===== src/rtl/pslip_grant_sched_if.sv =====
// Selector and grant/accept handshake bundle for one pSLIP output scheduler.
// master = scheduler side, slave = selector/input-port side.
interface pslip_grant_sched_if #(
  parameter int N = 16
);
  logic         sel_update;
  logic         sel_ready;
  logic [N-1:0] req_in;
  logic [N-1:0] gnt;
  logic         gnt_valid;
  logic         acc_valid;
  logic         acc;

  modport master (
    output sel_update, gnt, gnt_valid,
    input  sel_ready, req_in, acc_valid, acc
  );

  modport slave (
    input  sel_update, gnt, gnt_valid,
    output sel_ready, req_in, acc_valid, acc
  );
endinterface


===== src/rtl/pslip_grant_sched.sv =====
// Per-output pSLIP grant scheduler: selector sequencing, round-robin grant,
// accept wait with timeout; pointer moves only on first-iteration accepts.
//
// state    | meaning
// ---------+------------------------------------------------------
// IDLE     | waiting for start
// LOAD     | sel_update pulse to the priority selector
// WAIT_SEL | waiting for sel_ready, captures req_in
// GRANT    | round-robin pick from the captured request vector
// WAIT_ACC | grant outstanding, waiting for accept or timeout
// DONE     | done pulse, accepted valid
module pslip_grant_sched #(
  parameter int N  = 16,
  parameter int TO = 8,
  parameter int PW = $clog2(N)
) (
  input  logic                 clk,
  input  logic                 reset,
  input  logic                 start,
  input  logic                 first_iter,
  pslip_grant_sched_if.master  bus,
  output logic [PW-1:0]        ptr,
  output logic                 busy,
  output logic                 done,
  output logic                 accepted
);

  localparam int CW = (TO > 1) ? $clog2(TO) : 1;

  typedef enum logic [2:0] {
    IDLE,
    LOAD,
    WAIT_SEL,
    GRANT,
    WAIT_ACC,
    DONE
  } state_t;

  state_t          state_q, state_d;
  logic [N-1:0]    req_q, req_d;
  logic [N-1:0]    gnt_q, gnt_d;
  logic            gv_q, gv_d;
  logic            sel_upd_q, sel_upd_d;
  logic            done_q, done_d;
  logic            acc_q, acc_d;
  logic            first_q, first_d;
  logic [CW-1:0]   cnt_q, cnt_d;
  logic [PW-1:0]   ptr_q, ptr_d;
  logic [PW-1:0]   win_q, win_d;
  logic [PW-1:0]   win;
  logic [PW-1:0]   idx;
  logic [PW-1:0]   ptr_inc;

  // Scan downward so the lowest rotated offset from ptr wins.
  always_comb begin
    win = '0;
    idx = '0;
    for (int i = N - 1; i >= 0; i--) begin
      idx = PW'((int'(ptr_q) + i) % N);
      if (req_q[idx]) win = idx;
    end
  end

  assign ptr_inc = (win_q == PW'(N - 1)) ? '0 : win_q + 1'b1;

  always_comb begin
    state_d   = state_q;
    req_d     = req_q;
    gnt_d     = gnt_q;
    gv_d      = gv_q;
    sel_upd_d = 1'b0;
    done_d    = 1'b0;
    acc_d     = acc_q;
    first_d   = first_q;
    cnt_d     = cnt_q;
    ptr_d     = ptr_q;
    win_d     = win_q;

    case (state_q)
      IDLE: begin
        if (start) begin
          first_d   = first_iter;
          sel_upd_d = 1'b1;
          state_d   = LOAD;
        end
      end
      LOAD: begin
        state_d = WAIT_SEL;
      end
      WAIT_SEL: begin
        if (bus.sel_ready) begin
          req_d   = bus.req_in;
          state_d = GRANT;
        end
      end
      GRANT: begin
        if (req_q == '0) begin
          acc_d   = 1'b0;
          done_d  = 1'b1;
          state_d = DONE;
        end else begin
          gnt_d      = '0;
          gnt_d[win] = 1'b1;
          gv_d       = 1'b1;
          cnt_d      = '0;
          win_d      = win;
          state_d    = WAIT_ACC;
        end
      end
      WAIT_ACC: begin
        // A late accept in the timeout cycle still counts as an accept.
        if (bus.acc_valid) begin
          gnt_d   = '0;
          gv_d    = 1'b0;
          acc_d   = bus.acc;
          done_d  = 1'b1;
          state_d = DONE;
          if (bus.acc && first_q) ptr_d = ptr_inc;
        end else if (cnt_q == CW'(TO - 1)) begin
          gnt_d   = '0;
          gv_d    = 1'b0;
          acc_d   = 1'b0;
          done_d  = 1'b1;
          state_d = DONE;
        end else begin
          cnt_d = cnt_q + 1'b1;
        end
      end
      DONE: begin
        state_d = IDLE;
      end
      default: begin
        state_d = IDLE;
      end
    endcase
  end

  always_ff @(posedge clk or negedge reset) begin
    if (!reset) begin
      state_q   <= IDLE;
      req_q     <= '0;
      gnt_q     <= '0;
      gv_q      <= 1'b0;
      sel_upd_q <= 1'b0;
      done_q    <= 1'b0;
      acc_q     <= 1'b0;
      first_q   <= 1'b0;
      cnt_q     <= '0;
      ptr_q     <= '0;
      win_q     <= '0;
    end else begin
      state_q   <= state_d;
      req_q     <= req_d;
      gnt_q     <= gnt_d;
      gv_q      <= gv_d;
      sel_upd_q <= sel_upd_d;
      done_q    <= done_d;
      acc_q     <= acc_d;
      first_q   <= first_d;
      cnt_q     <= cnt_d;
      ptr_q     <= ptr_d;
      win_q     <= win_d;
    end
  end

  assign bus.sel_update = sel_upd_q;
  assign bus.gnt        = gnt_q;
  assign bus.gnt_valid  = gv_q;
  assign ptr            = ptr_q;
  assign busy           = (state_q != IDLE);
  assign done           = done_q;
  assign accepted       = acc_q;

endmodule


===== src/flat_wrapper.sv =====
// flat-port wrapper written by rule: the top's interface ports become plain ports
module pslip_grant_sched_flat 
#(
  parameter int N  = 16,
  parameter int TO = 8,
  parameter int PW = $clog2(N)
)
  (clk, reset, start, first_iter, ptr, busy, done, accepted, bus_sel_update, bus_gnt, bus_gnt_valid, bus_sel_ready, bus_req_in, bus_acc_valid, bus_acc);
  pslip_grant_sched_if #(.N(N)) bus_i ();
  input  logic clk;
  input  logic reset;
  input  logic start;
  input  logic first_iter;
  output logic [PW-1:0] ptr;
  output logic busy;
  output logic done;
  output logic accepted;
  output wire logic [$bits(bus_i.sel_update)-1:0] bus_sel_update;
  output wire logic [$bits(bus_i.gnt)-1:0] bus_gnt;
  output wire logic [$bits(bus_i.gnt_valid)-1:0] bus_gnt_valid;
  input wire logic [$bits(bus_i.sel_ready)-1:0] bus_sel_ready;
  input wire logic [$bits(bus_i.req_in)-1:0] bus_req_in;
  input wire logic [$bits(bus_i.acc_valid)-1:0] bus_acc_valid;
  input wire logic [$bits(bus_i.acc)-1:0] bus_acc;
  assign bus_sel_update = bus_i.sel_update;
  assign bus_gnt = bus_i.gnt;
  assign bus_gnt_valid = bus_i.gnt_valid;
  assign bus_i.sel_ready = bus_sel_ready;
  assign bus_i.req_in = bus_req_in;
  assign bus_i.acc_valid = bus_acc_valid;
  assign bus_i.acc = bus_acc;
  pslip_grant_sched #(.N(N), .TO(TO), .PW(PW)) u_core (.clk(clk), .reset(reset), .start(start), .first_iter(first_iter), .bus(bus_i), .ptr(ptr), .busy(busy), .done(done), .accepted(accepted));
endmodule

===== config.mk =====
export PLATFORM = sky130hd
export DESIGN_NAME = pslip_grant_sched_flat
export DESIGN_NICKNAME = d
export VERILOG_FILES = /design/src/rtl/pslip_grant_sched_if.sv /design/src/rtl/pslip_grant_sched.sv /design/src/flat_wrapper.sv
export SDC_FILE = /design/constraint.sdc
export NUM_CORES = 1
export LEC_CHECK = 0
export BUFFER_PORTS_ARGS = -buffer_cell sky130_fd_sc_hd__buf_2
export CAP_MARGIN = 15
export CORE_MARGIN = 2
export CORE_UTILIZATION = 50
export CTS_CLUSTER_DIAMETER = 80
export CTS_CLUSTER_SIZE = 25
export DETAILED_ROUTE_END_ITERATION = 7
export PLACE_DENSITY = 0.7
export SYNTH_ARGS = -nofsm -noshare
export SYNTH_HDL_FRONTEND = slang
export SYNTH_SLANG_ARGS = --single-unit

===== constraint.sdc =====
create_clock -name clk -period 8.5 [get_ports clk]
set_clock_uncertainty 0.05 [all_clocks]
set_input_delay 1.7 -clock clk [delete_from_list [all_inputs] [get_ports clk]]
set_output_delay 1.7 -clock clk [all_outputs]
set_load 0.1 [all_outputs]

# After elaboration in Yosys (flattened, before gate mapping)
# Cells that the tools add are included.
[totals]
reg_bits = 51
word_cells = 152
[op_classes]
n_addsub = 17
magnitude_cmp = 18
n_eq_ne = 13
muxes = 78
bitwise_logic = 1
reduce_logical = 14
[ops]
columns = ["op", "n"]
rows = [
  ["$lt A4 B5 Y1 const B", 17],
  ["$mux W4", 17],
  ["$bmux W1 S4", 16],
  ["$mux W16", 3],
  ["$add A4 B4 Y4 const B", 8],
  ["$pmux W16 S2", 1],
  ["$mux W1", 28],
  ["$mux W3", 7],
  ["$add A4 B3 Y4 const B", 4],
  ["$logic_not A16 Y1", 1],
  ["$pmux W3 S5", 1],
  ["$reduce_and A3 Y1", 4],
  ["$ne A2 B2 Y1 const B", 5],
  ["$add A4 B1 Y4 const B", 2],
  ["$add A4 B2 Y4 const B", 2],
  ["$eq A3 B2 Y1 const B", 2],
  ["$eq A3 B3 Y1 const B", 2],
  ["$pmux W1 S2", 3],
  ["$pmux W3 S2", 1],
  ["$reduce_and A2 Y1", 3],
  ["$demux W1 S4", 1],
  ["$eq A4 B4 Y1 const B", 1],
  ["$ge A4 B1 Y1 const B", 1],
  ["$reduce_and A4 Y1", 1],
  ["9 further kinds", 10],
]

# Logic depth before layout (Yosys ltp)
[logic_depth]
ltp_word = 25
depth_mapped = 15

# Worst setup path before layout
# No wires, ideal clock.
[synth_timing]
path_type = "reg2reg"
startpoint = "register u_core.ptr_q[1] (netlist: u_core.ptr[1])"
endpoint = "register u_core.gnt_q[15] (netlist: u_core.bus.gnt[15])"
t_arrival_ps = 4326
t_required_ps = 8355
slack_ps = 4029
path_stages_with_launch = 15
n_path_buf = 4
path_cell_list = "dfrtp_1 > buf_4 > buf_2 > inv_1 > ha_1 > buf_2 > clkbuf_1 > mux4_2 > mux2i_1 > mux2i_1 > a2111oi_2 > a31oi_1 > nor4bb_1 > o21ai_1 > o31ai_1"
[synth_via]
elab_chain_cells = 25
elab_cells_between_ends = 70
[synth_rtl]
columns = ["item", "line", "rtl"]
rows = [
  ["from (decl)", "pslip_grant_sched.sv:48", "logic [PW-1:0] ptr_q, ptr_d;"],
  ["from (signal assigned)", "pslip_grant_sched.sv:161", "ptr_q <= ptr_d;"],
  ["$add A4 B4 Y4", "pslip_grant_sched.sv:59", "idx = PW'((int'(ptr_q) + i) % N);"],
  ["$bmux W1 S4", "pslip_grant_sched.sv:60", "if (req_q[idx]) win = idx;"],
  ["$mux W1 (implied by the code)", "pslip_grant_sched.sv:60", ""],
  ["$mux W4 (15 in series)", "pslip_grant_sched.sv:60", ""],
  ["$mux W4 *", "pslip_grant_sched.sv:60", ""],
  ["$lt A4 B5 Y1 (implied by the code) / $ge A4 B1 Y1 (equally long branches)", "pslip_grant_sched.sv:103", "gnt_d[win] = 1'b1;"],
  ["$logic_and A1 B1 Y1 (implied by the code)", "pslip_grant_sched.sv:103", ""],
  ["$mux W1 (implied by the code)", "pslip_grant_sched.sv:103", ""],
  ["$demux W1 S4 *", "-", ""],
  ["$mux W16 *", "pslip_grant_sched.sv:97", "if (req_q == '0) begin"],
  ["$pmux W16 S2 *", "pslip_grant_sched.sv:79", "case (state_q)"],
  ["to (signal assigned)", "pslip_grant_sched.sv:154", "gnt_q <= gnt_d;"],
  ["to (decl)", "pslip_grant_sched.sv:41", "logic [N-1:0] gnt_q, gnt_d;"],
]
# Mark *: on every way between the ends. The rest lies on a longest branch, timed or not. The select of a mux whose other input is x is not followed.
# A chain may end at the register's enable or synchronous reset.

# Worst setup path in the final report
# Ends and elaborated chain as after synthesis.

==> run metrics <==
run status complete, no violations; crit path max-delay cell type dfrtp_1; FP Rows 34; Die ar. 9610 um2; Num CTS Buffers 5; Mean Syn Cell Area 9.65 um2; Worst-Skew Late Latency 310 ps; starting density of the core 0.512; Max Fanout on Critical Path 21; Pre-antenna DRT Iters 5; Yosys top cell area share 0.289; Hold Crit Depth 2; Slew headroom 0.384; Max Slew Vio Count 0; async set-reset flop share out of synthesis 1.00; Worst setup SP type flip-flop; # Post-CTS Setup Buffers 0; vias in the first global route 3868; synthesis-to-finish area growth 9.31%; routed len/inst 20.5 um; Final Hold Viols 0; GRT overflow 0; most frequent cells in the layout dfrtp_1 (51), buf_2 (47), nand2_1 (39); Post-Synth Simple-Gate Area 0.156; yosys warns 0; setup tns final 0 ps; Clock Tree Buf Depth 2; Adder-Cell Fraction of Synth Area 0.0283; largest net degree at the start of global routing 52; crit-path leading delay family compound AO/OA/AOI/OAI gates; Primary FF master, synth dfrtp_1; Max stage delay on crit path 960 ps; Residual DRC 0; Final Net Count 529; share of cells above drive strength 1 0.249; TritonCTS clock tree done; Die Span Y 98.0 um; Synth Instances 458; critical path depth in cells 11; max_cap viols 0; Vias per Instance 6.67; CTS Hold Bufs 0; Tightest Pin Transition 924 ps; sequential area share after synthesis 0.289; highest clock rate 186 MHz; detailed router's first-iteration violation count 465; WS Path Type flip-flop to flip-flop; CP endpoint kind flip-flop; post-CTS sizing 0; mapped cell area 4420 um2; post-layout min period 5370 ps; most common cell after layout, fill and taps aside dfrtp_1; cell taking the most area after synthesis dfrtp_1; Synth area leaders dfrtp_1 (29%), mux4_2 (8.7%), mux2i_1 (7.9%); gpl congestion 0.985; Final setup viols 0; WP buf/inv 2; # IOs 48; unrepaired setup endpoints after global routing no; synth unique cells 68; WP data required 8680 ps; H-tree depth 2; Post-Syn Nets 491; n_diodes 0; combinational family with the most area after synthesis multiplexers; HP Class flip-flop to flip-flop; Die X 98.0 um; xor and xnor fraction of the mapped netlist area 0.0328; Final period util 0.632; fillers 771; post-synthesis mux area share 0.245; Worst EP arrival 5550 ps; Final ANT Viol Nets 0; antenna violations before repair 0; worst-path cell chain inv_1 > ha_1 > clkinv_1 > mux2i_1 > mux4_2 > o21ai_0 > a21oi_1 > o21ai_0 > nor4bb_1 > o21ai_1 > o31ai_1; core area 8640 um2; Clock Tree Root clkbuf_8; first-pass GRT wire length 20300 um; Post-synth EDFFs 0; port bufs 47; post-synthesis register bit count 51; most used cell, CP o21ai_0; GRT Overall Usage 0.261; Total Wirelength 12400 um; Reg clk slew, reported paths 100 ps; FF-to-FF path depth 11; Compound-Gate Fraction of Synth Area 0.213; Detail Placement HPWL 9350 um; Vias 4033; clock sinks 51
final timing paths:
kind / from / to / slack [ps]
min in group asynchronous: reset / u_core.req_q[10] / 1430
worst min register to register: u_core.bus.gnt_valid / u_core.bus.gnt_valid / 430
worst max register to register: u_core.ptr[1] / u_core.bus.gnt[15] / 3130
worst min-delay path: u_core.bus.gnt_valid / u_core.bus.gnt_valid / 430
worst max-delay path: u_core.ptr[1] / u_core.bus.gnt[15] / 3130
max in group asynchronous: reset / u_core.ptr[0] / 6540
cell type report:
type / count / area [um2] / area share
clock inverter: 3 / 46.3 / 0.00958
timing repair buffer: 52 / 273 / 0.0564
tap: 108 / 135 / 0.0280
clock buffer: 5 / 68.8 / 0.0142
multi-input combinational: 372 / 2980 / 0.617
inverter: 14 / 52.6 / 0.0109
sequential: 51 / 1280 / 0.264
cell families (layout without fill, tap and decap cells):
| group | count (synthesis) | in the layout |
|---|---|---|
| AND/OR/NAND/NOR | 135 | 135 |
| XOR/XNOR | 14 | 14 |
| flip-flops | 51 | 51 |
| adder cells (fa/ha/maj) | 10 | 10 |
| AO/OA/AOI/OAI | 130 | 130 |
| buffers and inverters | 35 | 74 |
| multiplexers | 83 | 83 |
per-stage QoR:
stage	hold WS [ps]	utilization	std cells	setup WS, ps	instance area (um2)
3_3_place_gp	407	0.545	596	3430	4710
3_5_place_dp	409	0.545	596	3240	4710
2_1_floorplan	407	-	458	4030	4420
5_1_grt	455	0.560	605	2640	4830
4_1_cts	435	0.559	604	3220	4820
6_report	426	0.560	605	3130	4830
flip-flops by register name (all words and copies together), names as in the netlist:
name,cells
u_core.req_q,16
u_core.bus.gnt_valid,1
u_core.accepted,1
u_core.bus.sel_update,1
u_core.win_q,4
u_core.bus.gnt,16
u_core.done,1
u_core.cnt_q,3
u_core.first_q,1
u_core.ptr,4
u_core.state_q,3
metal layers:
| layer | up-vias | track usage | wire (um) |
|---|---|---|---|
| met4 | 0 | 0.0684 | 236 |
| met1 | 1954 | 0.370 | 5380 |
| met3 | 21 | 0.0494 | 984 |
| li1 | 1848 | - | - |
| met5 | - | 0 | 0 |
| met2 | 210 | 0.413 | 5780 |
Yosys cell counts (4+ instances only):
cell type and number:
o21a_1 5, nor4_1 7, buf_2 8, or3_1 5
mux2_2 31, nor2b_1 8, nand2_1 39, inv_1 12
nand3_1 12, mux2i_1 35, o22ai_1 4, nor2_1 21
nand2b_1 8, nor3_1 10, mux4_2 17, o22a_1 4
and2_1 7, a22o_1 5, a31oi_1 5, xnor2_1 9
o211ai_1 4, clkbuf_1 7, ha_1 10, o221ai_1 7
o31ai_1 18, or2_2 5, a21oi_1 17, dfrtp_1 51
nand4_1 4, o21ai_0 26
worst register-to-register path, delay by kind of cell (launching register included):
kind                       cells  cell delay, ps
adders and majority gates      1             950
buffers and inverters          2             900
muxes                          2             840
and+or+nand+nor                1             520
AOI/OAI and AO/OA              5            1090
DFF                            1             960
Power is left out: the tool's default activity adds up to more than one toggle a clock period on the data nets, which glitch-free logic cannot reach.
